## src/rtl/alu_seq_pkg.sv

```systemverilog
// Shared definitions for the sequential ALU front end: opcodes, FSM states,
// instruction field positions and register file geometry.
package alu_seq_pkg;

  localparam int unsigned RegCount = 8;
  localparam int unsigned RegWidth = 16;
  localparam int unsigned RegAddrW = 3;
  localparam int unsigned ImmWidth = 9;

  localparam int unsigned OpcMsb = 15;
  localparam int unsigned OpcLsb = 12;
  localparam int unsigned RdMsb  = 11;
  localparam int unsigned RdLsb  = 9;
  localparam int unsigned RaMsb  = 8;
  localparam int unsigned RaLsb  = 6;
  localparam int unsigned RbMsb  = 5;
  localparam int unsigned RbLsb  = 3;
  localparam int unsigned ImmMsb = 8;

  localparam logic [3:0] OP_ADD   = 4'b0000;
  localparam logic [3:0] OP_SUB   = 4'b0001;
  localparam logic [3:0] OP_SLL   = 4'b0010;
  localparam logic [3:0] OP_AND   = 4'b0011;
  localparam logic [3:0] OP_LOADI = 4'b1000;

  typedef enum logic [1:0] {
    StIdle,
    StExec,
    StWb
  } state_e;

  function automatic logic is_alu_op(input logic [3:0] op);
    return (op == OP_ADD) || (op == OP_SUB) || (op == OP_SLL) || (op == OP_AND);
  endfunction

endpackage

```

## src/rtl/alu_seq_regfile.sv

```systemverilog
// 8x16 register file, two asynchronous read ports and one synchronous write port.
// With ALU_SEQ_R0_ZERO_EN defined, R0 reads as zero and writes to it are dropped.
module alu_seq_regfile
  import alu_seq_pkg::*;
(
  input  logic                clk,
  input  logic                rst_n,
  input  logic [RegAddrW-1:0] ra_addr,
  output logic [RegWidth-1:0] ra_data,
  input  logic [RegAddrW-1:0] rb_addr,
  output logic [RegWidth-1:0] rb_data,
  input  logic                we,
  input  logic [RegAddrW-1:0] wa,
  input  logic [RegWidth-1:0] wd
);

  logic [RegWidth-1:0] mem_q [RegCount];
  logic                we_eff;

`ifdef ALU_SEQ_R0_ZERO_EN
  assign we_eff  = we && (wa != '0);
  assign ra_data = (ra_addr == '0) ? '0 : mem_q[ra_addr];
  assign rb_data = (rb_addr == '0) ? '0 : mem_q[rb_addr];
`else
  assign we_eff  = we;
  assign ra_data = mem_q[ra_addr];
  assign rb_data = mem_q[rb_addr];
`endif

  always_ff @(posedge clk or negedge rst_n) begin
    if (!rst_n) begin
      mem_q <= '{default: '0};
    end else if (we_eff) begin
      mem_q[wa] <= wd;
    end
  end

endmodule

```

## src/rtl/alu_seq.sv

```systemverilog
// Sequential instruction front end driving an external combinational ALU.
// Optional macro ALU_SEQ_R0_ZERO_EN makes R0 a hard-wired zero register.
module alu_seq
  import alu_seq_pkg::*;
(
  input  logic                clk,
  input  logic                rst_n,
  input  logic [15:0]         Instr,
  input  logic                InstrValid,
  output logic                InstrReady,
  output logic [RegWidth-1:0] AluA,
  output logic [RegWidth-1:0] AluB,
  output logic [3:0]          AluOpcode,
  input  logic [RegWidth-1:0] AluOutput,
  output logic                ResValid,
  input  logic                ResReady,
  output logic [RegWidth-1:0] ResData,
  output logic [RegAddrW-1:0] ResRd,
  output logic                ResErr
);

  state_e state_q, state_d;

  logic [3:0]          op_q;
  logic [RegAddrW-1:0] rd_q;
  logic [RegWidth-1:0] a_q, b_q;
  logic [ImmWidth-1:0] imm_q;

  logic                res_valid_q;
  logic [RegWidth-1:0] res_data_q;
  logic [RegAddrW-1:0] res_rd_q;
  logic                res_err_q;

  logic                accept;
  logic                exec_done;
  logic                res_hs;
  logic [RegWidth-1:0] ra_data, rb_data;
  logic [RegWidth-1:0] wb_data;
  logic                wb_err;
  logic                rf_we;

  assign InstrReady = (state_q == StIdle);
  assign accept     = InstrReady && InstrValid;
  assign exec_done  = (state_q == StExec);
  assign res_hs     = (state_q == StWb) && res_valid_q && ResReady;

  alu_seq_regfile u_regfile (
    .clk     (clk),
    .rst_n   (rst_n),
    .ra_addr (Instr[RaMsb:RaLsb]),
    .ra_data (ra_data),
    .rb_addr (Instr[RbMsb:RbLsb]),
    .rb_data (rb_data),
    .we      (rf_we),
    .wa      (rd_q),
    .wd      (wb_data)
  );

  always_comb begin
    state_d = state_q;
    unique case (state_q)
      StIdle:  if (InstrValid) state_d = StExec;
      StExec:  state_d = StWb;
      StWb:    if (res_hs) state_d = StIdle;
      default: state_d = StIdle;
    endcase
  end

  // Result selection at the end of EXEC; the ALU output is ignored for LOADI.
  always_comb begin
    wb_data = AluOutput;
    wb_err  = 1'b0;
    if (op_q == OP_LOADI) begin
      wb_data = {{(RegWidth - ImmWidth){1'b0}}, imm_q};
    end else if (!is_alu_op(op_q)) begin
      wb_data = '0;
      wb_err  = 1'b1;
    end
  end

  assign rf_we = exec_done && !wb_err;

  always_ff @(posedge clk or negedge rst_n) begin
    if (!rst_n) begin
      state_q <= StIdle;
    end else begin
      state_q <= state_d;
    end
  end

  // Operand registers double as the ALU drive, so they hold outside EXEC.
  always_ff @(posedge clk or negedge rst_n) begin
    if (!rst_n) begin
      op_q  <= '0;
      rd_q  <= '0;
      a_q   <= '0;
      b_q   <= '0;
      imm_q <= '0;
    end else if (accept) begin
      op_q  <= Instr[OpcMsb:OpcLsb];
      rd_q  <= Instr[RdMsb:RdLsb];
      a_q   <= ra_data;
      b_q   <= rb_data;
      imm_q <= Instr[ImmMsb:0];
    end
  end

  always_ff @(posedge clk or negedge rst_n) begin
    if (!rst_n) begin
      res_valid_q <= 1'b0;
      res_data_q  <= '0;
      res_rd_q    <= '0;
      res_err_q   <= 1'b0;
    end else if (exec_done) begin
      res_valid_q <= 1'b1;
      res_data_q  <= wb_data;
      res_rd_q    <= rd_q;
      res_err_q   <= wb_err;
    end else if (res_hs) begin
      res_valid_q <= 1'b0;
    end
  end

  assign AluA      = a_q;
  assign AluB      = b_q;
  assign AluOpcode = op_q;
  assign ResValid  = res_valid_q;
  assign ResData   = res_data_q;
  assign ResRd     = res_rd_q;
  assign ResErr    = res_err_q;

endmodule

```

## config.mk

```make
export PLATFORM = sky130hd
export DESIGN_NAME = alu_seq
export DESIGN_NICKNAME = d
export VERILOG_FILES = /design/src/rtl/alu_seq_pkg.sv /design/src/rtl/alu_seq_regfile.sv /design/src/rtl/alu_seq.sv
export SDC_FILE = /design/constraint.sdc
export NUM_CORES = 1
export LEC_CHECK = 0
export CORE_MARGIN = 5
export CORE_UTILIZATION = 33
export DETAILED_ROUTE_END_ITERATION = 8
export REMOVE_ABC_BUFFERS = 1
export SYNTH_ARGS = -nofsm -noshare
export SYNTH_HDL_FRONTEND = slang
export SYNTH_SLANG_ARGS = --single-unit
```

## constraint.sdc

```tcl
create_clock -name clk -period 2.8 [get_ports clk]
set_clock_uncertainty 0.2 [all_clocks]
set_input_delay 0.56 -clock clk [delete_from_list [all_inputs] [get_ports clk]]
set_output_delay 0.56 -clock clk [all_outputs]
set_load 0.02 [all_outputs]
```

Yosys cells after proc, flatten, opt, wreduce, memory -nomap -nowiden
Cells that the tools add are included.
W data, S select, Z words.

operators by class
  magnitude comparators = 4
  equal/unequal tests = 8
  mux-type cells = 18
  bitwise gates (word level) = 3
  reductions and logical operators = 13

operators by type and width
  operator              number
  $bwmux W128           1
  $mux W16              7
  $bmux W16 S3          2
  $demux W16 S3         1
  $ge A4 B4 Y1 const B  3
  $not A3 Y4            3
  $eq A4 B2 Y1 const B  2
  $pmux W2 S3           1
  $logic_and A1 B1 Y1   5
  $eq A4 B1 Y1 const B  1
  $eq A4 B4 Y1 const B  1
  $logic_not A4 Y1      1
  $lt A4 B1 Y1 const B  1
  $mux W1               4
  $mux W2               2
  $ne A2 B2 Y1 const B  2
  $logic_or A1 B1 Y1    3
  $eq A2 B1 Y1 const B  1
  $eq A2 B2 Y1 const B  1
  $logic_not A2 Y1      1
  $reduce_and A2 Y1     1
  $reduce_bool A2 Y1    1
  $logic_not A1 Y1      1

storage, ports and cells
  register bits after elaboration = 199
  output and inout bits = 58

Logic depth before layout (Yosys ltp)
  depth in word-level cells = 8
  depth in mapped cells = 6

By module
A second synthesis with hierarchy kept.

unflattened totals
  cell total of the unflattened synthesis = 603
  area total of the unflattened synthesis = 9897.0 um^2

by module, submodules not included
  module           instances  cells each  area an instance (um^2)  seq. area each (um^2)
  alu_seq_regfile  1          393         7000.5                   3203.1
  alu_seq          1          210         2896.5                   1776.7

Least setup slack after synthesis
Ideal clock, no wire load.

  path kind = reg-to-reg
  start = reg op_q[0] (netlist: AluOpcode[0])
  end = reg u_regfile.mem_q[101] in the netlist's numbering
  arrival = 1.995 ns
  setup slack = 0.480 ns
  stages on the path, launching flop included = 6
  path buffers = 2
  period minus slack after synthesis = 2.320 ns
  cell sequence = dfrtp_1 -> o21a_1 -> buf_2 -> nor4b_2 -> buf_4 -> mux2_2

between the ends
  word-level cells in the longest chain between the ends = 8
  elaborated cells between the ends (all ways) = 15
  classes of those cells = eq/ne (4); mux (5); reduce/logical (6)

ends and longest elaborated chain
  item                                                     RTL line               source
  start: declaration                                       alu_seq.sv:24          logic [3:0] op_q;
  start signal: assignment                                 alu_seq.sv:100         op_q <= Instr[OpcMsb:OpcLsb];
  $eq A4 B1 Y1 / $logic_not A4 Y1 (equally long branches)  alu_seq_pkg.sv:33      return (op == OP_ADD) || (op == OP_SUB) || (op == OP_SLL) || (op == OP_AND);
  $logic_or A1 B1 Y1 (3 in series)                         alu_seq_pkg.sv:33
  $mux W1                                                  alu_seq.sv:75          end else if (!is_alu_op(op_q)) begin
  $mux W1                                                  alu_seq.sv:73          if (op_q == OP_LOADI) begin
  $logic_not A1 Y1                                         alu_seq.sv:81          assign rf_we = exec_done && !wb_err;
  $logic_and A1 B1 Y1                                      alu_seq.sv:81
  end signal: indexed assignment                           alu_seq_regfile.sv:34  mem_q[wa] <= wd;
  end: declaration                                         alu_seq_regfile.sv:17  logic [RegWidth-1:0] mem_q [RegCount];

Several ways; a longest one is shown, not always the timed one.
A chain may end at the register's enable or synchronous reset.

Worst setup path in the final report
  start = reg state_q[1]
  end = reg u_regfile.mem_q[119] in the netlist's numbering

between the ends
  word-level cells in the longest chain between the ends = 2

ends and longest elaborated chain
  item                      RTL line       source
  start: declaration        alu_seq.sv:22  state_e state_q, state_d;
  start signal: assignment  alu_seq.sv:85  state_q <= StIdle;
  start signal: assignment  alu_seq.sv:87  state_q <= state_d;
  $eq A2 B1 Y1              alu_seq.sv:44  assign exec_done = (state_q == StExec);
  $logic_and A1 B1 Y1       alu_seq.sv:81

No other way between the ends.

==> impl_metrics.yaml <==
outcome:
  status: "complete, no violations"
floorplanning:
  die-area_sq_mm: 0.0332
  initial_core_util: 0.332
  io_pins: 94
  core_area_sq_mm: 0.0295
  die_h_microns: 182
  rows: 63
  die_w_microns: 182
synthesis:
  syn_area_per_cell_sq_um: 12.6
  yosysMostFrequentCell: "dfrtp_1"
  syn_area_sq_mm: 0.00980
  yosysSeqAreaShare: 0.508
  yosysTopAreaCell: "dfrtp_1"
  synth.area.top_cells: "dfrtp_1 (51%), mux2_2 (21%), mux2i_1 (6.3%)"
  yosys_warnings: 0
  synth-edff-count: 0
  synth_common_cells: "dfrtp_1 (199), mux2_2 (186), mux2i_1 (62)"
  synth_top_area_share: 0.508
  yosys_most_used_dff: "dfrtp_1"
  synthArstFlopShare: 1.00
  syn_inst: 777
  synth-seq-cells: 199
  synth.distinct_cells: 35
clocking:
  clock_sinks: 199
  cts_max_path_buffers: 2
  cts_buffers: 17
  clk_pin_slew_worst_paths_ns: 0.07
  clock-root-buffer: "clkbuf_16"
  cts_max_level: 4
  clock_latency_ns: 0.43
  post_cts_buffers: 0
  cts_tree: "done"
timing:
  setup_viol: 0
  tightestPinTransition_ns: 0.699
  rsz0062_at_grt: "false"
  min_period_ns: 2.50
  fmax_ghz: 0.401
  slew_violations: 0
  hold_violations: 0
  holdWs_ns: 0.276
  max_slew_margin: 0.534
  fin_crit_sh: 0.891
  fin_setup_tns_ns: 0
routing:
  ant_nets: 0
  first_pass_iters: 5
  avgRoutedWirePerCell_microns: 21.7
  num_vias: 6706
  drtIter0Drc: 464
  viasPerCell: 5.23
  wl_mm: 27.8
  drc: 0
pwr:
  max-vdd-ir-drop_mv: 0.481
  pwr_density_cell_mw_per_mm2: 997
  leakage_nw: 5.45
  power_mw: 12.1
global_routing:
  antenna_found_initial: 0
  grt_use_met1: 0.231
  met3_usage: 0.0277
  grt_pass1_wl_mm: 43.1
  grtUsageMet2: 0.282
  grt-busiest-layer: "met2"
  overflow: 0
  grt_use_total: 0.169
  grt_pass1_vias: 6963
  grt_max_degree: 68
critical_path:
  crit_chain: "or3b_1 > or4b_1 > buf_4 > mux2_1"
  required_ns: 2.92
  endpoint_kind: "flip-flop"
  reg2reg_depth: 4
  critPathMaxStageDelay_ns: 0.62
  worstPathArrival_ns: 2.61
  critPathLaunchType: "flip-flop"
  crit_slowest_cell: "or3b_1"
  worst-path-max-fanout: 11
  critical_path_class: "flip-flop to flip-flop"
run:
  maxCapViolations: 0
placed_design:
  gp_congestion: 0.779
  place_area_sq_mm: 0.0115
  port_buffers: 93
  hpwl_mm: 18.1
final_layout:
  nets: 915
  diodes: 0
  post-route-cell-area_sq_mm: 0.0121
  area_growth_pct: 23.5
  drive_gt1_frac: 0.312
worst_hold_path:
  worstHoldPathCells: 2
  hp-class: "flip-flop to flip-flop"
## registers in the layout, indices dropped and copies added, names as in the netlist
register         flops
state_q              2
AluOpcode            4
AluB                16
u_regfile.mem_q    128
ResErr               1
ResValid             1
ResRd                3
imm_q                9
ResData             16
AluA                16
rd_q                 3
## worst max-delay path: cells and delay by family, from the launching register on
family / cells / cell delay, ns
AND/OR/NAND/NOR: 2 / 1.19
flip-flops: 1 / 0.45
multiplexers: 1 / 0.32
buffers and inverters: 1 / 0.22
## layer usage
layer	vias to the layer above	routed length, microns	share of wire
met1	3439	12900	0.46
li1	3108	-	-
met5	-	0	0
met3	18	971	0.035
met2	141	13700	0.49
met4	0	250	0.0090
## repair_timing
action	4_1_cts	5_1_grt
gates resized for setup	0	0
hold endpoints to repair	63	0
hold buffers	1	0
## layout make-up
cell class                 count  area (sq um)
fill                        2839         17400
sequential                   199          4980
multi-input combinational    513          4580
timing repair buffer         146          1480
tap                          390           488
clock buffer                  21           450
clock inverter                11           124
inverter                       2          7.51
## cells in the final DEF, fill, tap and decap left out, types with 4 or more instances in the layout
cell type        instances
and2_0                   4
dfrtp_1                199
o22ai_1                 28
buf_12                  12
o2bb2ai_1               13
o31ai_1                 30
clkdlybuf4s50_1         90
o21ai_0                  8
a21oi_1                 11
a22o_1                  49
nand4bb_1                9
clkbuf_16               17
nand2b_1                15
nor4_4                   6
mux2_2                 186
mux2i_1                 62
nand2_1                 55
nor2_1                   9
buf_4                   40
nor2b_1                  6
## through the flow
step	setup slack, ns	util	instances
after detailed placement	0.335	0.391	1249
after global placement	0.352	0.391	1249
after global routing	0.215	0.411	1282
final	0.304	0.411	1282
after CTS	0.311	0.411	1282
after floorplan	0.0795	-	714
## worst paths after layout
| path | end | slack [ns] | start |
|---|---|---|---|
| min | AluB[10]$_DFFE_PN0P_ | 0.28 | AluB[10]$_DFFE_PN0P_ |
| max | u_regfile.mem_q[119]$_DFFE_PN0P_ | 0.30 | state_q[1]$_DFFE_PN0P_ |
| min reg2reg | AluB[10]$_DFFE_PN0P_ | 0.28 | AluB[10]$_DFFE_PN0P_ |
| min in group asynchronous | AluB[13]$_DFFE_PN0P_ | 0.51 | rst_n |
| max reg2reg | u_regfile.mem_q[119]$_DFFE_PN0P_ | 0.30 | state_q[1]$_DFFE_PN0P_ |
| max in group asynchronous | u_regfile.mem_q[6]$_DFFE_PN0P_ | 1.16 | rst_n |
## where the power goes
part,switching [mW],internal (mW)
clock,1.12,1.35
combinational,2.30,2.40
sequential,0.866,4.04
total,4.29,7.78
## kinds of logic after synthesis
logic type | after synthesis | synth area share
compound gates | 146 | 0.112
buf+inv | 65 | 0.0285
flops | 199 | 0.508
mux | 251 | 0.280
simple gates | 116 | 0.0712
Note: power is estimated with default switching activity, not from simulation.
